**src/rtl/loader_pkg.sv**
```systemverilog
// rtl/loader_pkg.sv - shared states and memory strobe encodings for the program loader
package loader_pkg;

  typedef enum logic [2:0] {
    IDLE,
    WAIT,
    WR_LO,
    WR_HI,
    TERM_LO,
    TERM_HI,
    DONE,
    ERROR
  } state_e;

  localparam logic MEM_SEL   = 1'b0;
  localparam logic MEM_DESEL = 1'b1;
  localparam logic MEM_WRITE = 1'b1;

  localparam logic [15:0] HALT_WORD = 16'hFFFF;

endpackage

```
**src/rtl/loader_addr_ctr.sv**
```systemverilog
// rtl/loader_addr_ctr.sv - byte address pointer with load/increment and sticky wrap flag
module loader_addr_ctr #(
  parameter int ADDR_W = 8
) (
  input  logic              clk,
  input  logic              rst_n,
  input  logic              load,
  input  logic [ADDR_W-1:0] load_val,
  input  logic              inc,
  output logic [ADDR_W-1:0] ptr,
  output logic              wrap
);

  logic [ADDR_W-1:0] ptr_q, ptr_d;
  logic              wrap_q, wrap_d;

  // wrap stays set once the pointer rolls past the top until the next load
  always_comb begin
    ptr_d  = ptr_q;
    wrap_d = wrap_q;
    if (load) begin
      ptr_d  = load_val;
      wrap_d = 1'b0;
    end else if (inc) begin
      ptr_d = ptr_q + 1'b1;
      if (&ptr_q) wrap_d = 1'b1;
    end
  end

  always_ff @(posedge clk or negedge rst_n) begin
    if (!rst_n) begin
      ptr_q  <= '0;
      wrap_q <= 1'b0;
    end else begin
      ptr_q  <= ptr_d;
      wrap_q <= wrap_d;
    end
  end

  assign ptr  = ptr_q;
  assign wrap = wrap_q;

endmodule

```
**src/rtl/program_loader.sv**
```systemverilog
// rtl/program_loader.sv - boot-time byte writer for instruction memory; LOADER_TERM_EN appends halt word 16'hFFFF
module program_loader
  import loader_pkg::*;
#(
  parameter int ADDR_W    = 8,
  parameter int DATA_W    = 8,
  parameter int MAX_WORDS = 128
) (
  input  logic              clk,
  input  logic              rst_n,
  input  logic              start,
  input  logic [ADDR_W-1:0] base_addr,
  input  logic              word_valid,
  input  logic [15:0]       word_data,
  input  logic              word_last,
  output logic              word_ready,
  output logic [ADDR_W-1:0] mem_addr,
  output logic [DATA_W-1:0] mem_data,
  output logic              mem_cs,
  output logic              mem_wr,
  output logic              cpu_hold,
  output logic              done,
  output logic              error,
  output logic [ADDR_W-1:0] word_count
);

  localparam logic [ADDR_W-1:0] MAX_CNT = ADDR_W'(MAX_WORDS);

  state_e            state_q, state_d;
  logic [15:0]       word_q, word_d;
  logic              last_q, last_d;
  logic [ADDR_W-1:0] cnt_q, cnt_d;
  logic              ptr_load, ptr_inc;
  logic [ADDR_W-1:0] ptr;
  logic              wrap;
  logic [15:0]       wr_word;

  loader_addr_ctr #(.ADDR_W(ADDR_W)) u_addr_ctr (
    .clk      (clk),
    .rst_n    (rst_n),
    .load     (ptr_load),
    .load_val (base_addr),
    .inc      (ptr_inc),
    .ptr      (ptr),
    .wrap     (wrap)
  );

  always_comb begin
    state_d    = state_q;
    word_d     = word_q;
    last_d     = last_q;
    cnt_d      = cnt_q;
    ptr_load   = 1'b0;
    ptr_inc    = 1'b0;
    word_ready = 1'b0;
    mem_cs     = MEM_DESEL;
    mem_wr     = 1'b0;
    mem_addr   = '0;
    mem_data   = '0;
    wr_word    = (state_q == TERM_LO || state_q == TERM_HI) ? HALT_WORD : word_q;

    case (state_q)
      IDLE, DONE, ERROR: begin
        if (start) begin
          state_d  = WAIT;
          ptr_load = 1'b1;
          cnt_d    = '0;
        end
      end
      WAIT: begin
        word_ready = 1'b1;
        if (word_valid) begin
          word_d  = word_data;
          last_d  = word_last;
          state_d = WR_LO;
        end
      end
`ifdef LOADER_TERM_EN
      WR_LO, TERM_LO: begin
`else
      WR_LO: begin
`endif
        // a byte that would land past the top of memory, or a word beyond the limit, is dropped
        if (wrap || cnt_q == MAX_CNT) begin
          state_d = ERROR;
        end else begin
          mem_cs   = MEM_SEL;
          mem_wr   = MEM_WRITE;
          mem_addr = ptr;
          mem_data = wr_word[7:0];
          ptr_inc  = 1'b1;
          state_d  = (state_q == WR_LO) ? WR_HI : TERM_HI;
        end
      end
`ifdef LOADER_TERM_EN
      WR_HI, TERM_HI: begin
`else
      WR_HI: begin
`endif
        if (wrap) begin
          state_d = ERROR;
        end else begin
          mem_cs   = MEM_SEL;
          mem_wr   = MEM_WRITE;
          mem_addr = ptr;
          mem_data = wr_word[15:8];
          ptr_inc  = 1'b1;
          cnt_d    = cnt_q + 1'b1;
          if (state_q == TERM_HI) begin
            state_d = DONE;
          end else if (last_q) begin
`ifdef LOADER_TERM_EN
            state_d = TERM_LO;
`else
            state_d = DONE;
`endif
          end else begin
            state_d = WAIT;
          end
        end
      end
      default: state_d = IDLE;
    endcase

    done     = (state_q == DONE);
    error    = (state_q == ERROR);
    cpu_hold = !(state_q == IDLE || state_q == DONE);
  end

  always_ff @(posedge clk or negedge rst_n) begin
    if (!rst_n) begin
      state_q <= IDLE;
      word_q  <= '0;
      last_q  <= 1'b0;
      cnt_q   <= '0;
    end else begin
      state_q <= state_d;
      word_q  <= word_d;
      last_q  <= last_d;
      cnt_q   <= cnt_d;
    end
  end

  assign word_count = cnt_q;

endmodule
```
**config.mk**
```make
export PLATFORM = sky130hd
export DESIGN_NAME = program_loader
export DESIGN_NICKNAME = d
export VERILOG_FILES = /design/src/rtl/loader_pkg.sv /design/src/rtl/loader_addr_ctr.sv /design/src/rtl/program_loader.sv
export SDC_FILE = /design/constraint.sdc
export NUM_CORES = 1
export LEC_CHECK = 0
export ABC_AREA = 1
export CORE_ASPECT_RATIO = 0.9
export CORE_MARGIN = 4
export CORE_UTILIZATION = 48
export DETAILED_ROUTE_END_ITERATION = 12
export GPL_TIMING_DRIVEN = 0
export MAX_ROUTING_LAYER = met4
export PLACE_DENSITY = 0.8
export SETUP_SLACK_MARGIN = 0.5
export SLEW_MARGIN = 20
export SYNTH_ARGS = -nofsm -noshare
export SYNTH_HDL_FRONTEND = slang
export SYNTH_SLANG_ARGS = --single-unit
```
**constraint.sdc**
```tcl
create_clock -name clk -period 1.8 [get_ports clk]
set_input_delay 0.18 -clock clk [delete_from_list [all_inputs] [get_ports clk]]
set_output_delay 0.18 -clock clk [all_outputs]
set_load 0.01 [all_outputs]
```
==> impl_metrics.ini <==
[drt]
met1_length_um = 3320
post-route-drc-count = 0
ant_nets = 0
wl_met2_um = 4300
firstDrtPassIters = 8
drt_iter0_drc = 338
drt-vias-per-instance = 5.91
dr_wl_met3_um = 836
vias = 2705
wire_per_inst_um = 19.6
drt-total-wl_um = 9000
topRoutingLayerUsed = met4

[synth]
synth_compound_area_share_pct = 8.42
ys_types = 27
synth_fp_nets = 316
seq_area_frac_synth_pct = 42.7
synthCells = 284
yosys.area_share.simple_pct = 28.7
ys.flop_type = dfrtp_1
yosys_warnings = 0
synth_top_family_by_area = simple AND/OR/NAND/NOR gates
synth_edf_count = 0
synth_xor_area_share_pct = 0.808
synthArstFlopShare_pct = 100
ys_ff_latch = 37
avgSynthCellArea_um2 = 7.63
synthMuxAreaShare_pct = 9.69
synthAdderAreaFrac_pct = 1.73
synth_area_mm2 = 0.00217

[clock_network]
clockBufferDepth = 2
clkTransAtPathRegs_ns = 0.07
root_buffer = clkbuf_8
worstSkewPairLatency_ns = 0.30
clock_sinks = 37
cts_buffers = 5
h-tree-depth = 2
cts_tree = done

[timing]
rsz0062_at_grt = yes
slew_viol_final = 0
hold_violations = 0
setup_tns_ns = -3.29
worst_pin_slew_ns = 0.372
period_share_pct = 114
fmax_ghz = 0.487
setup_viol = 24
finalWorstSetupSlack_ns = -0.253
relSlewSlack_pct = 75.2
finalClockSkew_ns = 0.00743
period_minus_slack_ns = 2.05
timing.hold.ws_ns = 0.296

[grt]
first_global_vias = 2581
grt-ovfl-total = 0
grt_pass1_wl_um = 12300
antenna_found_initial = 0
grt_max_degree = 27
grt.total_usage_pct = 28.4

[layout]
antennaDiodeCount = 0
fin_cells = 458
layout.nets = 430
syn_to_final_growth_pct = 73.1
drive_gt1_share_pct = 45.0
final_util_pct = 89.1

[setup_path]
required_ns = 1.62
r2r_slack_ns = -0.06
cpPeakStageDelay_ns = 0.41
r2r_end = u_addr_ctr.ptr[3]$_DFFE_PN0P_
end_kind = output port
r2r_start = word_count[6]$_DFFE_PN0P_
cpMaxStageDelayCell = dfrtp_1
crit_arrival_ns = 1.87
cp-start-kind = flop
path_max_fanout = 5
reg2regPathDepth = 11
crit_type = flop to output port
worstPathCellList = inv_2 > nand2_1 > nor2_1 > nand2_2 > nand3_4 > nand2_4 > inv_6 > buf_12 > buf_16 > nor2_4 > buf_6

[outcome]
status = finished with violations
violations = setup timing

[die]
core_mm2 = 0.00421
io_pins = 59
initial_core_util_pct = 51.5
dieArea_mm2 = 0.00566
fp.dieH_um = 71.8
rows = 22
die_x_um = 78.8

[min_path]
hold_path_class = input port to async pin

[placement]
dp_cells = 403
io_buffers = 58
hpwl_um = 4080
gp_congestion = 0.845

[job]
max_cap_viol_count = 0

[power_and_ir_drop]
p_leak_uw = 0.00189
ir_worst_vdd_uv = 1030
power_uw = 7100
powerDensity_mw_per_mm2 = 1890
-- cell usage after synthesis (all sizes together), types with 3 or more instances --
| master | instances | share of area (%) |
|---|---|---|
| o21ai | 28 | 6.5 |
| dfrtp | 37 | 43 |
| nand3 | 17 | 4.2 |
| a21oi | 7 | 1.6 |
| nand2 | 86 | 15 |
| nor3 | 3 | 0.92 |
| inv | 36 | 6.2 |
| nor2 | 35 | 6.4 |
| buf | 5 | 1.6 |
| ha | 3 | 1.7 |
| mux2 | 16 | 9.7 |
-- registers in the layout, indices dropped and copies added, names as in the netlist --
name             count
word_q              16
u_addr_ctr.ptr       8
word_count           8
state_q              3
last_q               1
u_addr_ctr.wrap      1
-- cell families after synthesis --
group,after synthesis
xor gates and xnor gates,2
buffers and inverters,42
adders and majority gates,3
AOI/OAI and AO/OA,36
muxes,16
and+or+nand+nor,148
DFF,37
-- per-stage QoR --
stage          setup WS (ns)  cell area, um^2
2_1_floorplan          0.276             2290
3_3_place_gp          -0.409             2950
3_5_place_dp          -0.408             2960
4_1_cts              -0.0954             3590
5_1_grt               -0.339             3750
6_report              -0.253             3750
-- layout make-up --
| class | count | area [um^2] |
|---|---|---|
| Multi-Input combinational cell | 205 | 1400 |
| Buffer | 6 | 78.8 |
| Clock buffer | 7 | 86.3 |
| Inverter | 36 | 153 |
| Fill cell | 179 | 459 |
| Sequential cell | 37 | 932 |
| Tap cell | 60 | 75.1 |
| Timing Repair Buffer | 107 | 1030 |
-- where the power goes --
part	internal [uW]	leakage, uW	switching [uW]
Clock	304	0.0000443	299
Sequential	1180	0.000456	273
Combinational	2490	0.00139	2560
-- placed cells by master, fill, tap and decap left out, types with 3 or more instances in the layout --
| cell type | netlist | routed |
|---|---|---|
| nor2_1 | 32 | 19 |
| a21oi_1 | 7 | 4 |
| nand2_4 | 0 | 6 |
| buf_4 | 1 | 26 |
| dfrtp_2 | 0 | 5 |
| clkbuf_2 | 0 | 5 |
| inv_1 | 31 | 20 |
| mux2_4 | 8 | 15 |
| buf_12 | 0 | 5 |
| clkdlybuf4s50_1 | 0 | 27 |
| a21oi_2 | 0 | 3 |
| o21ai_2 | 0 | 9 |
| inv_4 | 0 | 3 |
| inv_2 | 5 | 11 |
| dfrtp_1 | 37 | 32 |
| nand2_1 | 85 | 67 |
| nor2_4 | 0 | 15 |
| nand3_1 | 16 | 14 |
| buf_6 | 1 | 31 |
| o21ai_0 | 15 | 7 |
| nand2_2 | 1 | 12 |
| o21ai_1 | 13 | 11 |
| buf_2 | 3 | 11 |
| clkbuf_8 | 0 | 6 |
-- what timing repair did --
item,in CTS,in global routing
pin swaps,19,5
setup buffers,35,8
hold endpoints to repair,11,0
setup endpoints to repair,66,64
gates resized for setup,190,40
gates cloned,4,0
hold buffers,1,0
-- how the worst max path moves through the flow --
stage | startpoint | endpoint | slack [ns] | cells after the start
after floorplan | word_count[1]$_DFFE_PN0P_ | mem_addr[0] | 0.28 | 10
after detailed placement | state_q[1]$_DFFE_PN0P_ | mem_data[2] | -0.41 | 7
after global placement | rst_n | state_q[2]$_DFFE_PN0P_ | -0.41 | 1
after global routing | word_count[6]$_DFFE_PN0P_ | mem_addr[6] | -0.34 | 11
final | word_count[6]$_DFFE_PN0P_ | mem_addr[6] | -0.25 | 11
after CTS | word_count[1]$_DFFE_PN0P_ | mem_addr[7] | -0.1 | 12
-- layer usage --
metal,track usage [%],vias up
li1,-,1131
met1,33.1,1269
met2,47.2,236
met3,5.40,69
met4,14.1,0
met5,-,-
-- worst max-delay path, delay by kind of cell, from the launching register on --
kind | cells | cell delay, ns
buffers and inverters | 5 | 0.53
AND/OR/NAND/NOR | 6 | 0.62
flip-flops | 1 | 0.41
No activity file was read; power rests on OpenSTA's default activity.
